File: src/rtl/gpio_irq_bank.sv
`default_nettype none
// +----------------------------------------------------------------------------+
// | Module      : gpio_irq_bank                                                |
// | Description : Bank of N_PINS bidirectional GPIO pins with per-pin         |
// |               direction, output data, synchronised input and rise/fall    |
// |               edge interrupt capture aggregated onto int_o. RIB slave.    |
// |               Optional input debounce: define GPIO_DEBOUNCE_EN.            |
// |               Pad tri-state is kept outside:                              |
// |               pad = io_oe_o[i] ? io_pin_o[i] : 1'bz.                      |
// | Revision    : 1.0 - initial release                                        |
// +----------------------------------------------------------------------------+
module gpio_irq_bank #(
    parameter int N_PINS      = 8,
    parameter int SYNC_STAGES = 2,
    parameter int DEB_CYCLES  = 16
) (
    input  logic              clk,
    input  logic              rst,
    input  logic              req_i,
    input  logic              we_i,
    input  logic [31:0]       addr_i,
    input  logic [31:0]       data_i,
    output logic [31:0]       data_o,
    output logic              ack_o,
    input  logic [N_PINS-1:0] io_pin_i,
    output logic [N_PINS-1:0] io_pin_o,
    output logic [N_PINS-1:0] io_oe_o,
    output logic              int_o
);

    localparam logic [7:0] c_OFF_DIR     = 8'h00;
    localparam logic [7:0] c_OFF_OUT     = 8'h04;
    localparam logic [7:0] c_OFF_IN      = 8'h08;
    localparam logic [7:0] c_OFF_RISE_EN = 8'h0C;
    localparam logic [7:0] c_OFF_FALL_EN = 8'h10;
    localparam logic [7:0] c_OFF_STATUS  = 8'h14;
    localparam logic [7:0] c_OFF_MASK    = 8'h18;

    logic [N_PINS-1:0] r_dir;
    logic [N_PINS-1:0] r_out;
    logic [N_PINS-1:0] r_rise_en;
    logic [N_PINS-1:0] r_fall_en;
    logic [N_PINS-1:0] r_status;
    logic [N_PINS-1:0] r_mask;
    logic [N_PINS-1:0] r_prev;
    logic [N_PINS-1:0] r_sync [SYNC_STAGES];

    logic [N_PINS-1:0] w_sync;
    logic [N_PINS-1:0] w_filt;
    logic [N_PINS-1:0] w_evt;
    logic [N_PINS-1:0] w_clr;
    logic [N_PINS-1:0] w_wdata;
    logic [7:0]        w_off;
    logic              w_wr;
    logic [31:0]       w_rdata;
    logic              w_unused_bits;

    assign w_off   = addr_i[7:0];
    assign w_wr    = req_i & we_i;
    assign w_wdata = data_i[N_PINS-1:0];
    assign w_sync  = r_sync[SYNC_STAGES-1];

    // Only the low address byte and the low N_PINS data bits matter.
    assign w_unused_bits = &{1'b0, addr_i[31:8], data_i};

    // Multi-stage synchroniser for the asynchronous pad inputs.
    always_ff @(posedge clk) begin
        if (!rst) begin
            for (int s = 0; s < SYNC_STAGES; s++) r_sync[s] <= '0;
        end else begin
            r_sync[0] <= io_pin_i;
            for (int s = 1; s < SYNC_STAGES; s++) r_sync[s] <= r_sync[s-1];
        end
    end

`ifdef GPIO_DEBOUNCE_EN
    localparam int                 c_CNT_W    = $clog2(DEB_CYCLES + 1);
    localparam logic [c_CNT_W-1:0] c_CNT_LAST = c_CNT_W'(DEB_CYCLES - 1);

    for (genvar gi = 0; gi < N_PINS; gi++) begin : g_deb
        logic [c_CNT_W-1:0] r_cnt;
        logic               r_filt_bit;

        // Accept a new pin level only after it has held for DEB_CYCLES cycles.
        always_ff @(posedge clk) begin
            if (!rst) begin
                r_cnt      <= '0;
                r_filt_bit <= 1'b0;
            end else if (w_sync[gi] == r_filt_bit) begin
                r_cnt <= '0;
            end else if (r_cnt == c_CNT_LAST) begin
                r_filt_bit <= w_sync[gi];
                r_cnt      <= '0;
            end else begin
                r_cnt <= r_cnt + 1'b1;
            end
        end

        assign w_filt[gi] = r_filt_bit;
    end
`else
    assign w_filt = w_sync;
`endif

    // Edge qualifiers; prev follows filt every cycle so enabling is glitch-free.
    assign w_evt = (w_filt & ~r_prev & r_rise_en) | (~w_filt & r_prev & r_fall_en);
    assign w_clr = (w_wr && (w_off == c_OFF_STATUS)) ? w_wdata : '0;

    // Control registers, edge history and sticky status (set beats clear).
    always_ff @(posedge clk) begin
        if (!rst) begin
            r_dir     <= '0;
            r_out     <= '0;
            r_rise_en <= '0;
            r_fall_en <= '0;
            r_mask    <= '0;
            r_status  <= '0;
            r_prev    <= '0;
        end else begin
            r_prev   <= w_filt;
            r_status <= (r_status & ~w_clr) | w_evt;
            if (w_wr) begin
                case (w_off)
                    c_OFF_DIR:     r_dir     <= w_wdata;
                    c_OFF_OUT:     r_out     <= w_wdata;
                    c_OFF_RISE_EN: r_rise_en <= w_wdata;
                    c_OFF_FALL_EN: r_fall_en <= w_wdata;
                    c_OFF_MASK:    r_mask    <= w_wdata;
                    default:       ;
                endcase
            end
        end
    end

    // Same-cycle read mux; unmapped offsets and non-read cycles return 0.
    always_comb begin
        w_rdata = '0;
        if (req_i && !we_i) begin
            case (w_off)
                c_OFF_DIR:     w_rdata[N_PINS-1:0] = r_dir;
                c_OFF_OUT:     w_rdata[N_PINS-1:0] = r_out;
                c_OFF_IN:      w_rdata[N_PINS-1:0] = w_filt;
                c_OFF_RISE_EN: w_rdata[N_PINS-1:0] = r_rise_en;
                c_OFF_FALL_EN: w_rdata[N_PINS-1:0] = r_fall_en;
                c_OFF_STATUS:  w_rdata[N_PINS-1:0] = r_status;
                c_OFF_MASK:    w_rdata[N_PINS-1:0] = r_mask;
                default:       w_rdata = '0;
            endcase
        end
    end

    assign data_o   = w_rdata;
    assign ack_o    = req_i;
    assign io_oe_o  = r_dir;
    assign io_pin_o = r_dir & r_out;
    assign int_o    = |(r_status & r_mask);

endmodule
`default_nettype wire
File: config.mk
export PLATFORM = sky130hd
export DESIGN_NAME = gpio_irq_bank
export DESIGN_NICKNAME = d
export VERILOG_FILES = /design/src/rtl/gpio_irq_bank.sv
export SDC_FILE = /design/constraint.sdc
export NUM_CORES = 1
export LEC_CHECK = 0
export ABC_AREA = 1
export CORE_ASPECT_RATIO = 0.5
export CORE_MARGIN = 3
export CORE_UTILIZATION = 60
export CTS_BUF_LIST = sky130_fd_sc_hd__clkbuf_8 sky130_fd_sc_hd__clkbuf_16
export DETAILED_ROUTE_END_ITERATION = 7
export DONT_BUFFER_PORTS = 1
export PLACE_DENSITY = 0.76
export SLEW_MARGIN = 20
export SYNTH_ARGS = -nofsm -noshare
export SYNTH_HDL_FRONTEND = slang
export SYNTH_SLANG_ARGS = --single-unit
File: constraint.sdc
create_clock -name clk -period 2.67 [get_ports clk]
set_input_delay 0.801 -clock clk [delete_from_list [all_inputs] [get_ports clk]]
set_output_delay 0.801 -clock clk [all_outputs]
set_load 0.05 [all_outputs]
==> results of run 1 <==
cell usage in the layout (no fill, tap or decap):
cell	count
sky130_fd_sc_hd__clkinv_4	1
sky130_fd_sc_hd__buf_4	21
sky130_fd_sc_hd__dfxtp_1	72
sky130_fd_sc_hd__clkbuf_16	12
sky130_fd_sc_hd__o21ai_2	1
sky130_fd_sc_hd__nor2_1	63
sky130_fd_sc_hd__inv_1	65
sky130_fd_sc_hd__nand3_1	23
sky130_fd_sc_hd__inv_2	5
sky130_fd_sc_hd__nand2_4	3
sky130_fd_sc_hd__clkinvlp_4	2
sky130_fd_sc_hd__nand2_8	1
sky130_fd_sc_hd__a221oi_1	2
sky130_fd_sc_hd__nand2_1	91
sky130_fd_sc_hd__buf_6	4
sky130_fd_sc_hd__clkinv_2	2
sky130_fd_sc_hd__buf_12	12
sky130_fd_sc_hd__bufinv_16	1
sky130_fd_sc_hd__nand3_2	18
sky130_fd_sc_hd__a21oi_4	8
sky130_fd_sc_hd__nor2_2	10
sky130_fd_sc_hd__o21ai_1	12
sky130_fd_sc_hd__a21oi_2	1
sky130_fd_sc_hd__o21ai_0	27
sky130_fd_sc_hd__a21oi_1	34
sky130_fd_sc_hd__a31oi_1	3
sky130_fd_sc_hd__nor2_8	2
sky130_fd_sc_hd__nand3_4	3
sky130_fd_sc_hd__nor2_4	9
sky130_fd_sc_hd__conb_1	24
sky130_fd_sc_hd__inv_4	2
sky130_fd_sc_hd__inv_6	1
sky130_fd_sc_hd__nand2_2	14
power by group through the flow:
stage / clock (W) / sequential [W] / combinational [W]
finish: 0.00119 / 0.00110 / 0.000181
global route: 0.00125 / 0.00110 / 0.000192
CTS: 0.00119 / 0.00110 / 0.000158
detailed placement: 0 / 0.00113 / 0.000155
global placement: 0 / 0.00112 / 0.000154
floorplan: 0 / 0.00112 / 0.000182
synth_stat cells, types with 3 or more instances:
cell type,n
sky130_fd_sc_hd__nand2_1,103
sky130_fd_sc_hd__buf_4,26
sky130_fd_sc_hd__buf_6,4
sky130_fd_sc_hd__clkbuf_1,4
sky130_fd_sc_hd__nor2_4,4
sky130_fd_sc_hd__inv_2,4
sky130_fd_sc_hd__o21ai_0,27
sky130_fd_sc_hd__inv_1,67
sky130_fd_sc_hd__o21ai_1,12
sky130_fd_sc_hd__a21oi_1,41
sky130_fd_sc_hd__dfxtp_1,72
sky130_fd_sc_hd__nand2_2,4
sky130_fd_sc_hd__nor2_1,75
sky130_fd_sc_hd__a31oi_1,3
sky130_fd_sc_hd__nand3_1,32
sky130_fd_sc_hd__nand3_2,10
sky130_fd_sc_hd__buf_2,4
sequential cells by signal (all words and copies together) (netlist names):
signal	cells
r_prev	8
io_oe_o	8
r_out	8
r_sync	16
r_fall_en	8
r_rise_en	8
r_status	8
r_mask	8
worst max-delay path, delay by kind of cell:
| family | cells | cell delay, ns |
|---|---|---|
| AND/OR/NAND/NOR | 5 | 0.56 |
| buffers and inverters | 3 | 0.39 |
| AO/OA/AOI/OAI | 1 | 0.18 |
path summary, 6_finish.rpt:
path                startpoint            end
hold / removal    r_sync[0][6]  r_sync[0][14]
setup reg to reg  r_sync[0][8]    r_status[0]
setup / recovery     addr_i[1]      data_o[1]
hold reg to reg   r_sync[0][6]  r_sync[0][14]
area by class of cell:
class / instances / share of cell area, %
clock buffer: 9 / 4.97
clock inverter: 7 / 1.57
inverter: 72 / 6.10
multi-input combinational: 349 / 42.1
sequential: 72 / 31.8
tap: 73 / 2.01
timing repair buffer: 40 / 11.4
repair_timing:
item,CTS,global route
setup endpoints to repair,2,8
pin swaps,2,22
buffers inserted,3,5
gates resized for setup,0,55
cloned,0,5
cell families after synthesis:
kind of cell | count (synthesis)
buf+inv | 114
compound gates | 88
flops | 72
simple gates | 236
other cells | 1
metrics by stage:
stage | instances | total power (W) | TNS [ns] | cell area [sq um]
3_3_place_gp | 593 | 0.00128 | 0 | 3910
2_1_floorplan | 534 | 0.00130 | -0.0831 | 3770
3_5_place_dp | 593 | 0.00128 | -0.0263 | 3910
5_1_grt | 622 | 0.00254 | -0.415 | 4530
6_report | 622 | 0.00247 | -0.0813 | 4530
4_1_cts | 612 | 0.00245 | 0 | 4220
layer usage:
metal,track usage [%],vias up,share of wire [%]
li1,-,1632,-
met1,35.8,1510,41
met2,33.6,253,42
met3,8.57,37,14
met4,6.28,0,2.6
met5,0,-,0
==> metrics.md, run 1 <==
| Metric | Value |
|---|---|
| Run status | `finished, violations left` |
| Final routed DRC violation total | `0` |
| CP cell instances | `inv_1, nand2_4, nor2_4, buf_12, nand2_8, nor2_1, nor2_1, a21oi_4, buf_12` |
| Via count of the routed design | `3432` |
| Crit path launch type | `primary input` |
| Share of async-settable or async-resettable flops after synthesis | `0%` |
| Weighted congestion reported at the end of routability-driven placement | `0.873` |
| Y dimension of the die | `60.8 microns` |
| Total routed wirelength | `10200 microns` |
| Internal power | `0.00185 W` |
| Crit share post-route | `102%` |
| FF+latch count, synth | `72` |
| Worst-case setup margin in the final layout | `-0.0572 ns` |
| Fraction of the mapped netlist area in simple logic gates | `30.7%` |
| Maximum clock insertion buffer count | `2` |
| Fraction of the mapped netlist area in compound gates | `12.8%` |
| Maximum number of pins on one net before global-route repair | `66` |
| Crit-path max cell delay | `0.18 ns` |
| Number of global-route vias before repair | `2489` |
| Clk_skew | `0.00389 ns` |
| Clock insertion delay at the later pin of the skew report | `0.34 ns` |
| DP HPWL | `5820 microns` |
| Net switching share of the total power | `25.0%` |
| Sequential-to-total area share from yosys stat | `40.0%` |
| Multi-input gate area in the final layout | `1910 sq um` |
| Combined flip-flop and latch cell area | `1440 sq um` |
| Multiplexer share of the synthesized area | `0%` |
| Signed area change from the synthesized netlist to the final layout | `25.7%` |
| Antenna diode count | `0` |
| TritonCTS clock tree | `built` |
| Post-synth top area cell | `sky130_fd_sc_hd__dfxtp_1` |
| Synthesized instance count | `511` |
| Routed Antenna Nets | `0` |
| Synth Cell Area | `3610 sq um` |
| Leading register cell type out of synthesis | `sky130_fd_sc_hd__dfxtp_1` |
| Fraction of power consumed by sequential logic | `44.6%` |
| Core ar. | `5630 sq um` |
| Share of the synthesized netlist area taken by xor and xnor gates | `0%` |
| Reg2reg path depth | `3` |
| Arrival time of the worst setup path | `1.93 ns` |
| Number of synthesized flops with an enable pin | `0` |
| R2r setup slk | `1.70 ns` |
| Fillers | `344` |
| First-pass GRT wire length | `12600 microns` |
| Worst hold path stage count | `2` |
| H-tree depth | `3` |
| Clk Tree Root Cell | `sky130_fd_sc_hd__clkbuf_16` |
| Switching power summed over all nets | `0.000618 W` |
| Count of distinct cell types in the synthesized netlist | `29` |
| Number of iterations in the first detailed-routing pass | `6` |
| First-iteration detailed-routing DRC count | `470` |
| Final hold violation count | `0` |
| Failing checks | `negative setup slack` |
| Kind of path behind the tightest hold check | `reg -> reg` |
| Share of final-layout standard cells stronger than drive strength 1 | `24.2%` |
| Critical path's slowest cell | `sky130_fd_sc_hd__a21oi_4` |
| Ratio of routed vias to standard cells | `5.52` |
| Slew Viols, Final | `0` |
| Total Nets Final | `620` |
| Power density over the cells | `545 nW/um^2` |
| Post-place setup slack | `-0.0214 ns` |
| Kind of critical path | `in -> out` |
| Max rail drop VDD | `0.642 mV` |
| Final core utilization | `80.5%` |
| Leak | `2.03 nW` |
| Required time at the worst-slack endpoint | `1.87 ns` |
| CTS buffer count | `9` |
| Cell types with the largest area share after synthesis | `sky130_fd_sc_hd__dfxtp_1 (40%), sky130_fd_sc_hd__nand2_1 (11%), sky130_fd_sc_hd__nor2_1 (7.8%)` |
| # hold bufs at CTS | `0` |
| Logic gate share of total power | `7.3%` |
| Clock transition at the registers of the reported paths | `0.05 ns` |
| Maximum operating frequency | `367 MHz` |
| Clock period minus final worst setup slack | `2.73 ns` |
| Site Rows | `19` |
| Initial core utilization | `64.0%` |
| I/O pin total | `126` |
| Antenna violations before repair | `0` |
| Fraction of power consumed by the clock network | `48.1%` |
| # clock sinks | `72` |
| Type of destination of the critical path | `output port` |
| Main combinational cell family by area after synthesis | `simple AND/OR/NAND/NOR gates` |
| Synth Area per Inst | `7.06 sq um` |
| Synth Area in Adders | `0%` |
| Die Width | `116 microns` |
| Hold WS | `0.409 ns` |
| Max-cap violations | `0` |
| Area share of the largest cell type after synthesis | `40.0%` |
| Maximum net fanout on the critical path | `12` |
| Tot GR Track Use | `24.3%` |
| Port Buffers | `0` |
| Total overflow reported by the global router | `0` |
| Average detailed-routed wire length per instance | `16.4 microns` |
| Endpoints failing setup | `2` |
| Die Area | `7030 sq um` |
| Yosys synthesis warning count | `0` |
Note: power is estimated with default switching activity, not from simulation.
==> run 2, diff against run 1 <==
Settings changed: CAP_MARGIN set to 20.
==> results of run 2 <==
No change in the layout: final DEF, timing and power equal those of run 1.
==> run 3, diff against run 2 <==
Settings changed: CTS_BUF_LIST sky130_fd_sc_hd__clkbuf_8 sky130_fd_sc_hd__clkbuf_16 to sky130_fd_sc_hd__clkbuf_8, GPL_TIMING_DRIVEN set to 0.
==> metrics.md, run 3 (synthesis results as in run 1) <==
| Metric | Value |
|---|---|
| Type of destination of the critical path | `output port` |
| Y dimension of the die | `60.8 microns (unchanged)` |
| Arrival time of the worst setup path | `1.92 ns (about the same)` |
| R2r setup slk | `1.62 ns (-0.08 ns)` |
| Worst hold path stage count | `2 (unchanged)` |
| Clk_skew | `0.0106 ns (+0.00671 ns)` |
| Clock transition at the registers of the reported paths | `0.07 ns (+0.02 ns)` |
| Antenna diode count | `0 (unchanged)` |
| Internal power | `0.00170 W (-8.2%)` |
| Logic gate share of total power | `10.1% (+2.8 points)` |
| Switching power summed over all nets | `0.000584 W (-5.4%)` |
| Maximum operating frequency | `367 MHz (+0.11%)` |
| End point of the worst hold path | `r_sync[0][8]` |
| Total routed wirelength | `10200 microns (+0.27%)` |
| Met2 capacity usage during global routing | `41.3% (+7.6 points)` |
| Critical path launch point | `addr_i[4]` |
| First-pass GRT wire length | `14900 microns (+18%)` |
| Crit-path max cell delay | `0.36 ns (+0.18 ns)` |
| Kind of path behind the tightest hold check | `reg -> reg` |
| Post-detailed-placement cell area | `3860 sq um (-1.1%)` |
| Fraction of power consumed by sequential logic | `48.2% (+3.6 points)` |
| Hold WS | `0.412 ns (+0.00347 ns)` |
| Share of final-layout standard cells stronger than drive strength 1 | `27.3% (+3.1 points)` |
| Final core utilization | `79.7% (-0.73 points)` |
| Number of iterations in the first detailed-routing pass | `6 (unchanged)` |
| Met1 capacity usage during global routing | `41.3% (+5.6 points)` |
| Die Width | `116 microns (unchanged)` |
| Kind of critical path | `in -> out` |
| Failing checks | `negative setup slack` |
| Leak | `2.11 nW (+3.7%)` |
| Ratio of routed vias to standard cells | `5.39 (-2.3%)` |
| DP HPWL | `6740 microns (+16%)` |
| Register name with the most flops | `r_sync` |
| Max-cap violations | `0 (unchanged)` |
| Worst-case setup margin in the final layout | `-0.0543 ns (+0.00297 ns)` |
| Average detailed-routed wire length per instance | `16.0 microns (-2.7%)` |
| Total Nets Final | `640 (+3.2%)` |
| Worst slew pin tran | `0.762 ns` |
| TritonCTS clock tree | `built` |
| Most frequent cells in the layout | `sky130_fd_sc_hd__nand2_1 (79), sky130_fd_sc_hd__dfxtp_1 (72), sky130_fd_sc_hd__inv_1 (66)` |
| Weighted congestion reported at the end of routability-driven placement | `0.883 (+1.2%)` |
| Routed Antenna Nets | `0 (unchanged)` |
| Clock insertion delay at the later pin of the skew report | `0.36 ns (+0.02 ns)` |
| Endpoints failing setup | `8 (+6)` |
| Post-route cell area | `4490 sq um (-0.91%)` |
| Clock period minus final worst setup slack | `2.72 ns (-0.00297 ns)` |
| GR peak layer | `met1` |
| Crit path launch type | `primary input` |
| H-tree depth | `3 (unchanged)` |
| Port Buffers | `0 (unchanged)` |
| I/O pin total | `126 (unchanged)` |
| Reg2reg path depth | `2 (-1)` |
| Clk Tree Root Cell | `sky130_fd_sc_hd__clkbuf_8` |
| Total Power Consumption | `0.00229 W (-7.5%)` |
| Max rail drop VDD | `0.547 mV (-15%)` |
| Post-place setup slack | `-0.250 ns (-0.228 ns)` |
| R2R Path End | `io_oe_o[1]` |
| # hold bufs at CTS | `0 (unchanged)` |
| Maximum clock insertion buffer count | `2 (unchanged)` |
| Most common cell after layout, fill and taps aside | `sky130_fd_sc_hd__nand2_1` |
| Global-route met3 utilization | `10.5% (+1.9 points)` |
| Origin of the critical flop-to-flop path | `io_oe_o[1]` |
| Signed area change from the synthesized netlist to the final layout | `24.6%` |
| Total overflow reported by the global router | `0 (unchanged)` |
| Maximum net fanout on the critical path | `4 (-8)` |
| Critical path's slowest cell | `sky130_fd_sc_hd__a21oi_4` |
| Site Rows | `19 (unchanged)` |
| Maximum number of pins on one net before global-route repair | `13 (-80%)` |
| CP cell instances | `nor2_4, nand2_4, inv_4, buf_12, buf_6, nand3_1, nand2_2, nor2_1, a21oi_4` |
| CTS buffer count | `9 (unchanged)` |
| Initial core utilization | `64.0% (unchanged)` |
| Required time at the worst-slack endpoint | `1.87 ns (about the same)` |
| Core ar. | `5630 sq um (unchanged)` |
| Slew Viols, Final | `0 (unchanged)` |
| Via count of the routed design | `3455 (+0.67%)` |
| Slew margin rel. | `49.1%` |
| Fraction of power consumed by the clock network | `41.7% (-6.4 points)` |
| Run status | `finished, violations left` |
| Final hold violation count | `0 (unchanged)` |
| Flip-flop count of the largest register after layout | `16 (unchanged)` |
| Final routed DRC violation total | `0 (unchanged)` |
| Antenna violations before repair | `0 (unchanged)` |
| RSZ-0062 raised after global routing | `yes` |
| Startpoint of the most critical hold path | `r_sync[0][0]` |
| First-iteration detailed-routing DRC count | `371 (-21%)` |
| Net switching share of the total power | `25.6% (+0.58 points)` |
| Power density over the cells | `509 nW/um^2 (-6.7%)` |
| # clock sinks | `72 (unchanged)` |
| Tot GR Track Use | `29.2% (+4.9 points)` |
| Number of global-route vias before repair | `2855 (+15%)` |
| Die Area | `7030 sq um (unchanged)` |
| Crit share post-route | `102% (-0.11 points)` |
-- run 3: final cells by class --
cell class | instances | area [sq um]
inverters | 72 | 277
repair buffers | 18 | 215
flip-flops and latches | 72 | 1440
fillers | 405 | 1140
clock inverters | 5 | 81.3
clock buffers | 10 | 138
well taps | 73 | 91.3
multi-input cells | 349 | 1920
plain buffers | 42 | 327
-- run 3: repair_timing --
action	4_1_cts	5_1_grt
pin swaps	24	25
cloned	4	0
gates resized for setup	42	26
endpoints found under the setup margin	8	8
setup buffers	14	1
-- run 3: power by group through the flow --
| stage | clock network (W) | logic (W) | registers (W) |
|---|---|---|---|
| detailed placement | 0 | 0.000201 | 0.00113 |
| global placement | 0 | 0.000199 | 0.00113 |
| global route | 0.00101 | 0.000245 | 0.00110 |
| CTS | 0.000960 | 0.000221 | 0.00110 |
| finish | 0.000954 | 0.000230 | 0.00110 |
| floorplan | 0 | 0.000182 | 0.00112 |
-- run 3: critical path, delay by kind of cell --
kind | cells | cell delay [ns]
and+or+nand+nor | 5 | 0.44
buffers and inverters | 3 | 0.31
AOI/OAI and AO/OA | 1 | 0.36
-- run 3: through the flow --
step | cells | TNS [ns]
detailed placement | 607 | -0.941
finish | 641 | -0.309
CTS | 640 | -0.283
global placement | 607 | -0.860
floorplan | 534 | -0.0831
global route | 641 | -0.780
-- run 3: how the worst max path moves through the flow --
| stage | endpoint |
|---|---|
| after CTS | data_o[0] |
| after detailed placement | data_o[0] |
| after floorplan | data_o[0] |
| final | data_o[3] |
| after global placement | data_o[0] |
| after global routing | data_o[2] |
-- run 3: routing by layer --
layer  up-vias  share of wire [%]
met1      1525                 42
met2       240                 40
met4         0                2.5
met3        30                 15
met5         -                  0
li1       1660                  -
